==> src/rtl/sdram_port_arbiter.sv <==
// sdram_port_arbiter
// Two-port Avalon-MM arbiter in front of a single SDRAM controller.
// A three-state FSM (IDLE / BUSY0 / BUSY1) passes one requester's command
// through at a time. A 4-entry read-tag FIFO remembers which requester
// issued each outstanding read so returning data is steered back in order.
// Read data reaches the requesters with no added latency.
// Optional feature: define SDRAM_ARB_ROUND_ROBIN_EN for round-robin
// arbitration of simultaneous requests. Without it M0 has fixed priority.
module sdram_port_arbiter (
    input  logic        clk_clk,
    input  logic        reset_reset,
    input  logic        m0_read,
    input  logic        m0_write,
    input  logic [23:0] m0_address,
    input  logic [15:0] m0_writedata,
    output logic        m0_waitrequest,
    output logic [15:0] m0_readdata,
    output logic        m0_readdatavalid,
    input  logic        m1_read,
    input  logic        m1_write,
    input  logic [23:0] m1_address,
    input  logic [15:0] m1_writedata,
    output logic        m1_waitrequest,
    output logic [15:0] m1_readdata,
    output logic        m1_readdatavalid,
    output logic        s_read,
    output logic        s_write,
    output logic [23:0] s_address,
    output logic [15:0] s_writedata,
    input  logic        s_waitrequest,
    input  logic [15:0] s_readdata,
    input  logic        s_readdatavalid,
    output logic        err_orphan
);

    typedef enum logic [1:0] {
        ST_IDLE  = 2'd0,
        ST_BUSY0 = 2'd1,
        ST_BUSY1 = 2'd2
    } state_t;

    state_t      state_q, state_d;
    logic [3:0]  tag_q, tag_d;          // one requester-ID bit per FIFO slot
    logic [1:0]  wr_ptr_q, wr_ptr_d;
    logic [1:0]  rd_ptr_q, rd_ptr_d;
    logic [2:0]  count_q, count_d;
    logic        err_orphan_q, err_orphan_d;
`ifdef SDRAM_ARB_ROUND_ROBIN_EN
    logic        rr_q, rr_d;            // 1: M1 preferred on the next tie
`endif

    logic        fifo_full_s;
    logic        fifo_empty_s;
    logic        elig0_s;
    logic        elig1_s;
    logic        grant_any_s;
    logic        grant1_s;
    logic        busy0_s;
    logic        busy1_s;
    logic        push_s;
    logic        pop_s;
    logic        head_id_s;

    // Eligibility and arbitration between the two requesters
    always_comb begin
        fifo_full_s  = (count_q == 3'd4);
        fifo_empty_s = (count_q == 3'd0);
        elig0_s      = m0_write | (m0_read & ~fifo_full_s);
        elig1_s      = m1_write | (m1_read & ~fifo_full_s);
        grant_any_s  = elig0_s | elig1_s;
`ifdef SDRAM_ARB_ROUND_ROBIN_EN
        if (elig0_s && elig1_s) begin
            grant1_s = rr_q;
        end else begin
            grant1_s = elig1_s;
        end
`else
        grant1_s = elig1_s & ~elig0_s;
`endif
    end

    // Next-state logic of the arbitration FSM
    always_comb begin
        state_d = state_q;
        case (state_q)
            ST_IDLE: begin
                if (grant_any_s) begin
                    state_d = grant1_s ? ST_BUSY1 : ST_BUSY0;
                end else begin
                    state_d = ST_IDLE;
                end
            end
            ST_BUSY0: begin
                if (!m0_read && !m0_write) begin
                    state_d = ST_IDLE;          // requester withdrew
                end else if (!s_waitrequest) begin
                    state_d = ST_IDLE;          // command accepted
                end else begin
                    state_d = ST_BUSY0;
                end
            end
            ST_BUSY1: begin
                if (!m1_read && !m1_write) begin
                    state_d = ST_IDLE;
                end else if (!s_waitrequest) begin
                    state_d = ST_IDLE;
                end else begin
                    state_d = ST_BUSY1;
                end
            end
            default: state_d = ST_IDLE;
        endcase
    end

    // FSM outputs: command mux toward the controller and waitrequest steering
    always_comb begin
        // Reset held high suppresses any command, even mid-transaction
        busy0_s        = (state_q == ST_BUSY0) & ~reset_reset;
        busy1_s        = (state_q == ST_BUSY1) & ~reset_reset;
        s_read         = 1'b0;
        s_write        = 1'b0;
        s_address      = 24'h000000;
        s_writedata    = 16'h0000;
        m0_waitrequest = 1'b1;
        m1_waitrequest = 1'b1;
        if (busy0_s) begin
            s_read         = m0_read;
            s_write        = m0_write;
            s_address      = m0_address;
            s_writedata    = m0_writedata;
            m0_waitrequest = s_waitrequest;
        end else if (busy1_s) begin
            s_read         = m1_read;
            s_write        = m1_write;
            s_address      = m1_address;
            s_writedata    = m1_writedata;
            m1_waitrequest = s_waitrequest;
        end else begin
            s_read         = 1'b0;
            s_write        = 1'b0;
        end
    end

    // Read-tag FIFO, orphan detection and read-data steering
    always_comb begin
        // Full guard is defensive: a read is only granted when a slot is free
        push_s    = s_read & ~s_waitrequest & ~fifo_full_s;
        pop_s     = s_readdatavalid & ~fifo_empty_s;
        head_id_s = tag_q[rd_ptr_q];

        tag_d = tag_q;
        if (push_s) begin
            tag_d[wr_ptr_q] = busy1_s;
        end else begin
            tag_d = tag_q;
        end
        wr_ptr_d = wr_ptr_q + {1'b0, push_s};
        rd_ptr_d = rd_ptr_q + {1'b0, pop_s};
        case ({push_s, pop_s})
            2'b10:   count_d = count_q + 3'd1;
            2'b01:   count_d = count_q - 3'd1;
            default: count_d = count_q;
        endcase

        err_orphan_d = err_orphan_q | (s_readdatavalid & fifo_empty_s);
        err_orphan   = err_orphan_q;

        m0_readdata      = s_readdata;
        m1_readdata      = s_readdata;
        m0_readdatavalid = pop_s & ~head_id_s;
        m1_readdatavalid = pop_s & head_id_s;
    end

`ifdef SDRAM_ARB_ROUND_ROBIN_EN
    // Round-robin pointer: after each grant prefer the other requester
    always_comb begin
        if ((state_q == ST_IDLE) && grant_any_s) begin
            rr_d = ~grant1_s;
        end else begin
            rr_d = rr_q;
        end
    end
`endif

    // State register: FSM, FIFO and sticky error with synchronous reset
    always_ff @(posedge clk_clk) begin
        if (reset_reset) begin
            state_q      <= ST_IDLE;
            tag_q        <= 4'h0;
            wr_ptr_q     <= 2'd0;
            rd_ptr_q     <= 2'd0;
            count_q      <= 3'd0;
            err_orphan_q <= 1'b0;
`ifdef SDRAM_ARB_ROUND_ROBIN_EN
            rr_q         <= 1'b0;
`endif
        end else begin
            state_q      <= state_d;
            tag_q        <= tag_d;
            wr_ptr_q     <= wr_ptr_d;
            rd_ptr_q     <= rd_ptr_d;
            count_q      <= count_d;
            err_orphan_q <= err_orphan_d;
`ifdef SDRAM_ARB_ROUND_ROBIN_EN
            rr_q         <= rr_d;
`endif
        end
    end

endmodule
==> config.mk <==
export PLATFORM = sky130hd
export DESIGN_NAME = sdram_port_arbiter
export DESIGN_NICKNAME = d
export VERILOG_FILES = /design/src/rtl/sdram_port_arbiter.sv
export SDC_FILE = /design/constraint.sdc
export NUM_CORES = 1
export LEC_CHECK = 0
export BUFFER_PORTS_ARGS = -buffer_cell sky130_fd_sc_hd__clkbuf_2
export CAP_MARGIN = 15
export CORE_ASPECT_RATIO = 0.75
export CORE_MARGIN = 2
export CORE_UTILIZATION = 29
export CTS_CLUSTER_DIAMETER = 30
export CTS_CLUSTER_SIZE = 25
export DETAILED_ROUTE_END_ITERATION = 7
export PLACE_DENSITY = 0.76
export RECOVER_POWER = 25
export SYNTH_ARGS = -nofsm -noshare
export SYNTH_HDL_FRONTEND = slang
export SYNTH_SLANG_ARGS = --single-unit
==> constraint.sdc <==
create_clock -name clk_clk -period 2.3 [get_ports clk_clk]
set_clock_uncertainty 0.1 [all_clocks]
set_input_delay 0.345 -clock clk_clk [delete_from_list [all_inputs] [get_ports clk_clk]]
set_output_delay 0.345 -clock clk_clk [all_outputs]
set_load 0.02 [all_outputs]
==> summary.md <==
| Metric | Value |
|---|---|
| Outcome | `finished clean` |
| Setup CP Type | `register to register` |
| Leakage | `1.07 nW` |
| Area growth, synth to finish | `42.4%` |
| Worst path slowest cell | `a2111oi_4` |
| Mux contribution to synthesized area | `0.0449` |
| Die Y | `64.0 um` |
| Grt ovf | `0` |
| Final setup vio count | `0` |
| Layout Utilization | `0.436` |
| Post-route DRC | `0` |
| Largest stage delay, worst path | `0.40 ns` |
| Largest net degree at the start of global routing | `43` |
| Worst Path Buf+Inv | `2` |
| GP Congestion | `0.794` |
| Total power | `790 uW` |
| Min Tclk post-route | `2.19 ns` |
| Synth cell types | `31` |
| Root buf cell | `clkbuf_8` |
| Via density | `4.80` |
| Worst path top cell family by delay | `compound AO/OA/AOI/OAI gates` |
| Setup slack, reg-to-reg | `0.11 ns` |
| Worst Setup End Kind | `register` |
| Clock slew at reported path FFs | `0.06 ns` |
| Final net count | `376` |
| Reg2reg end | `count_q[2]` |
| Adder-cell area share of the yosys netlist | `0.0413` |
| Synth Area in Simple Gates | `0.137` |
| Std cell rows | `21` |
| PortBufs | `134` |
| Compound-gate portion of the synthesized area | `0.317` |
| Drt wl/cell | `14.5 um` |
| Hold path depth | `3` |
| Peak VDD IR | `0.300 mV` |
| Initial antenna violation count | `0` |
| Met2 wire length | `2.30 mm` |
| Slew HR | `0.797` |
| WP depth | `9` |
| Drt first pass iters | `7` |
| Final setup TNS | `0 ns` |
| Post-Route M1 WL | `1.87 mm` |
| H-tree Lvls | `1` |
| Synth Register Bits | `14` |
| Commonest non-fill, non-tap cell in the layout | `clkbuf_2` |
| Power Density | `398 mW/mm2` |
| Final hold vios | `0` |
| Critical path cell sequence | `nand3b_1 > a2111oi_4 > inv_1 > ha_1 > inv_1 > fa_1 > xor2_1 > or3_1 > a21oi_1` |
| Routed Antenna Nets | `0` |
| CTS tree | `yes` |
| Clk_lat worst skew | `0.24 ns` |
| Reg-to-reg startpoint | `state_q[1]` |
| Worst slew pin tran | `0.297 ns` |
| Post-Syn Nets | `272` |
| Max Slew Vio Count | `0` |
| First-pass GRT wire length | `7.10 mm` |
| Layout cells sized above 1 | `0.579` |
| Sequential-to-total area share from yosys stat | `0.201` |
| Via count | `1,552` |
| Tcrit/Tclk final | `0.951` |
| Synthesized area per cell | `8.49 um2` |
| Worst Path Required | `2.37 ns` |
| WL final | `4.68 mm` |
| Global Route Usage Sum | `0.165` |
| CTS Sinks | `14` |
| Largest family of logic cells by synthesized area | `compound AO/OA/AOI/OAI gates` |
| Highest routed layer | `met3` |
| YS warnings | `0` |
| Critical path peak fanout | `4` |
| Initial DRC count | `72` |
| Placeable Area | `0.00455 mm2` |
| Max-Cap Viols | `0` |
| R2R cell count | `9` |
| Hold path start | `s_readdatavalid` |
| Post-Syn Instances | `164` |
| Die Area | `0.00538 mm2` |
| Startpoint types | `register` |
| Fmax | `457 MHz` |
| HPWL Detailed | `3.97 mm` |
| Synth Cell Area | `0.00139 mm2` |
| Most frequent cells in the layout | `clkbuf_2, a22o_1, nor2_1, dfxtp_1, buf_4` |
| Worst path arrival time | `2.26 ns` |
| Worst hold path type | `primary input to register` |
| Metal3 WL | `512 um` |
| DIE WIDTH | `84.0 um` |
| Hold endpoint | `err_orphan` |
| Crit-path most repeated cell | `inv_1` |
| CTS Buf Count | `3` |
| Top Ports | `183` |
| Starting density of the core | `0.306` |
| Clock Path Buffers | `2` |
| Ant diodes | `0` |
| Vias in the first global route | `1,412` |
| Synth Area in XOR/XNOR | `0.0252` |
==> metal layers <==
metal  vias up  GRT usage
met5         -          0
met4         0     0.0161
met3         0     0.0724
met2       104      0.284
met1       676      0.198
li1        772          -
==> timing repair <==
item                                    CTS  global route
resized for setup                         0             5
hold buffers                              0             0
endpoints found under the setup margin    0             2
buffers inserted                          0             3
==> state kept, by name, indices dropped and copies added, names as in the netlist <==
name        cells
count_q         3
wr_ptr_q        2
err_orphan      1
state_q         2
rd_ptr_q        2
tag_q           4
==> area by class of cell <==
cell class / instances / area [um2]
clock buffers: 3 / 41.3
repair buffers: 143 / 763
fillers: 484 / 2560
multi-input cells: 100 / 800
well taps: 57 / 71.3
inverters: 6 / 22.5
flip-flops and latches: 14 / 285
==> Yosys cell counts, drive strengths merged <==
library cell | instances | share of area
a22o | 41 | 0.26
buf | 41 | 0.21
dfxtp | 14 | 0.20
nor2 | 10 | 0.027
a21oi | 6 | 0.022
inv | 6 | 0.016
nand2b | 6 | 0.027
nand2 | 5 | 0.013
mux2i | 4 | 0.029
nand3b | 4 | 0.022
clkbuf | 3 | 0.0081
ha | 3 | 0.027
nor2b | 3 | 0.013
a2111oi | 2 | 0.026
nor3b | 2 | 0.014
o21ai | 2 | 0.0072
xnor2 | 2 | 0.013
xor2 | 2 | 0.013
a31oi | 1 | 0.0045
and2 | 1 | 0.0045
fa | 1 | 0.014
mux4 | 1 | 0.016
nand3 | 1 | 0.0036
nor3 | 1 | 0.0036
nor4 | 1 | 0.0045
or3 | 1 | 0.0045
==> where the power goes <==
part	internal [mW]	leakage, nW	switching [mW]
registers	0.259	0.115	0.0168
logic	0.150	0.937	0.166
clock network	0.116	0.0216	0.0829
==> how the worst max path moves through the flow <==
stage                     startpoint    endpoint  slack (ns)
final                     state_q[1]  count_q[2]        0.11
after CTS                 count_q[0]  count_q[2]        0.10
after global placement       m1_read  count_q[2]        0.17
after global routing      state_q[1]  count_q[2]      -0.009
after detailed placement     m1_read  count_q[2]         0.1
after floorplan           state_q[1]  count_q[2]        0.11
==> worst register-to-register path, delay by kind of cell, from the launching register on <==
| kind | cells | cell delay (ns) |
|---|---|---|
| AOI/OAI and AO/OA | 2 | 0.54 |
| buffers and inverters | 2 | 0.15 |
| DFF | 1 | 0.33 |
| and+or+nand+nor | 2 | 0.52 |
| adders and majority gates | 2 | 0.40 |
| xor gates and xnor gates | 1 | 0.07 |
==> kinds of logic (layout without fill, tap and decap cells) <==
kind of cell / after synthesis / after routing
muxes: 5 / 5
and+or+nand+nor: 35 / 35
AOI/OAI and AO/OA: 52 / 52
adders and majority gates: 4 / 4
buffers and inverters: 50 / 152
DFF: 14 / 14
xor gates and xnor gates: 4 / 4
==> stage by stage <==
stage	setup slack [ns]	std cells	hold slack (ns)	cell area (um2)
after global routing	-0.00870	323	0.299	1980
final	0.112	323	0.263	1980
after detailed placement	0.0985	317	0.368	1910
after floorplan	0.105	164	0.349	1390
after global placement	0.165	317	0.364	1910
after CTS	0.100	320	0.256	1950
Note: power is estimated with default switching activity, not from simulation.
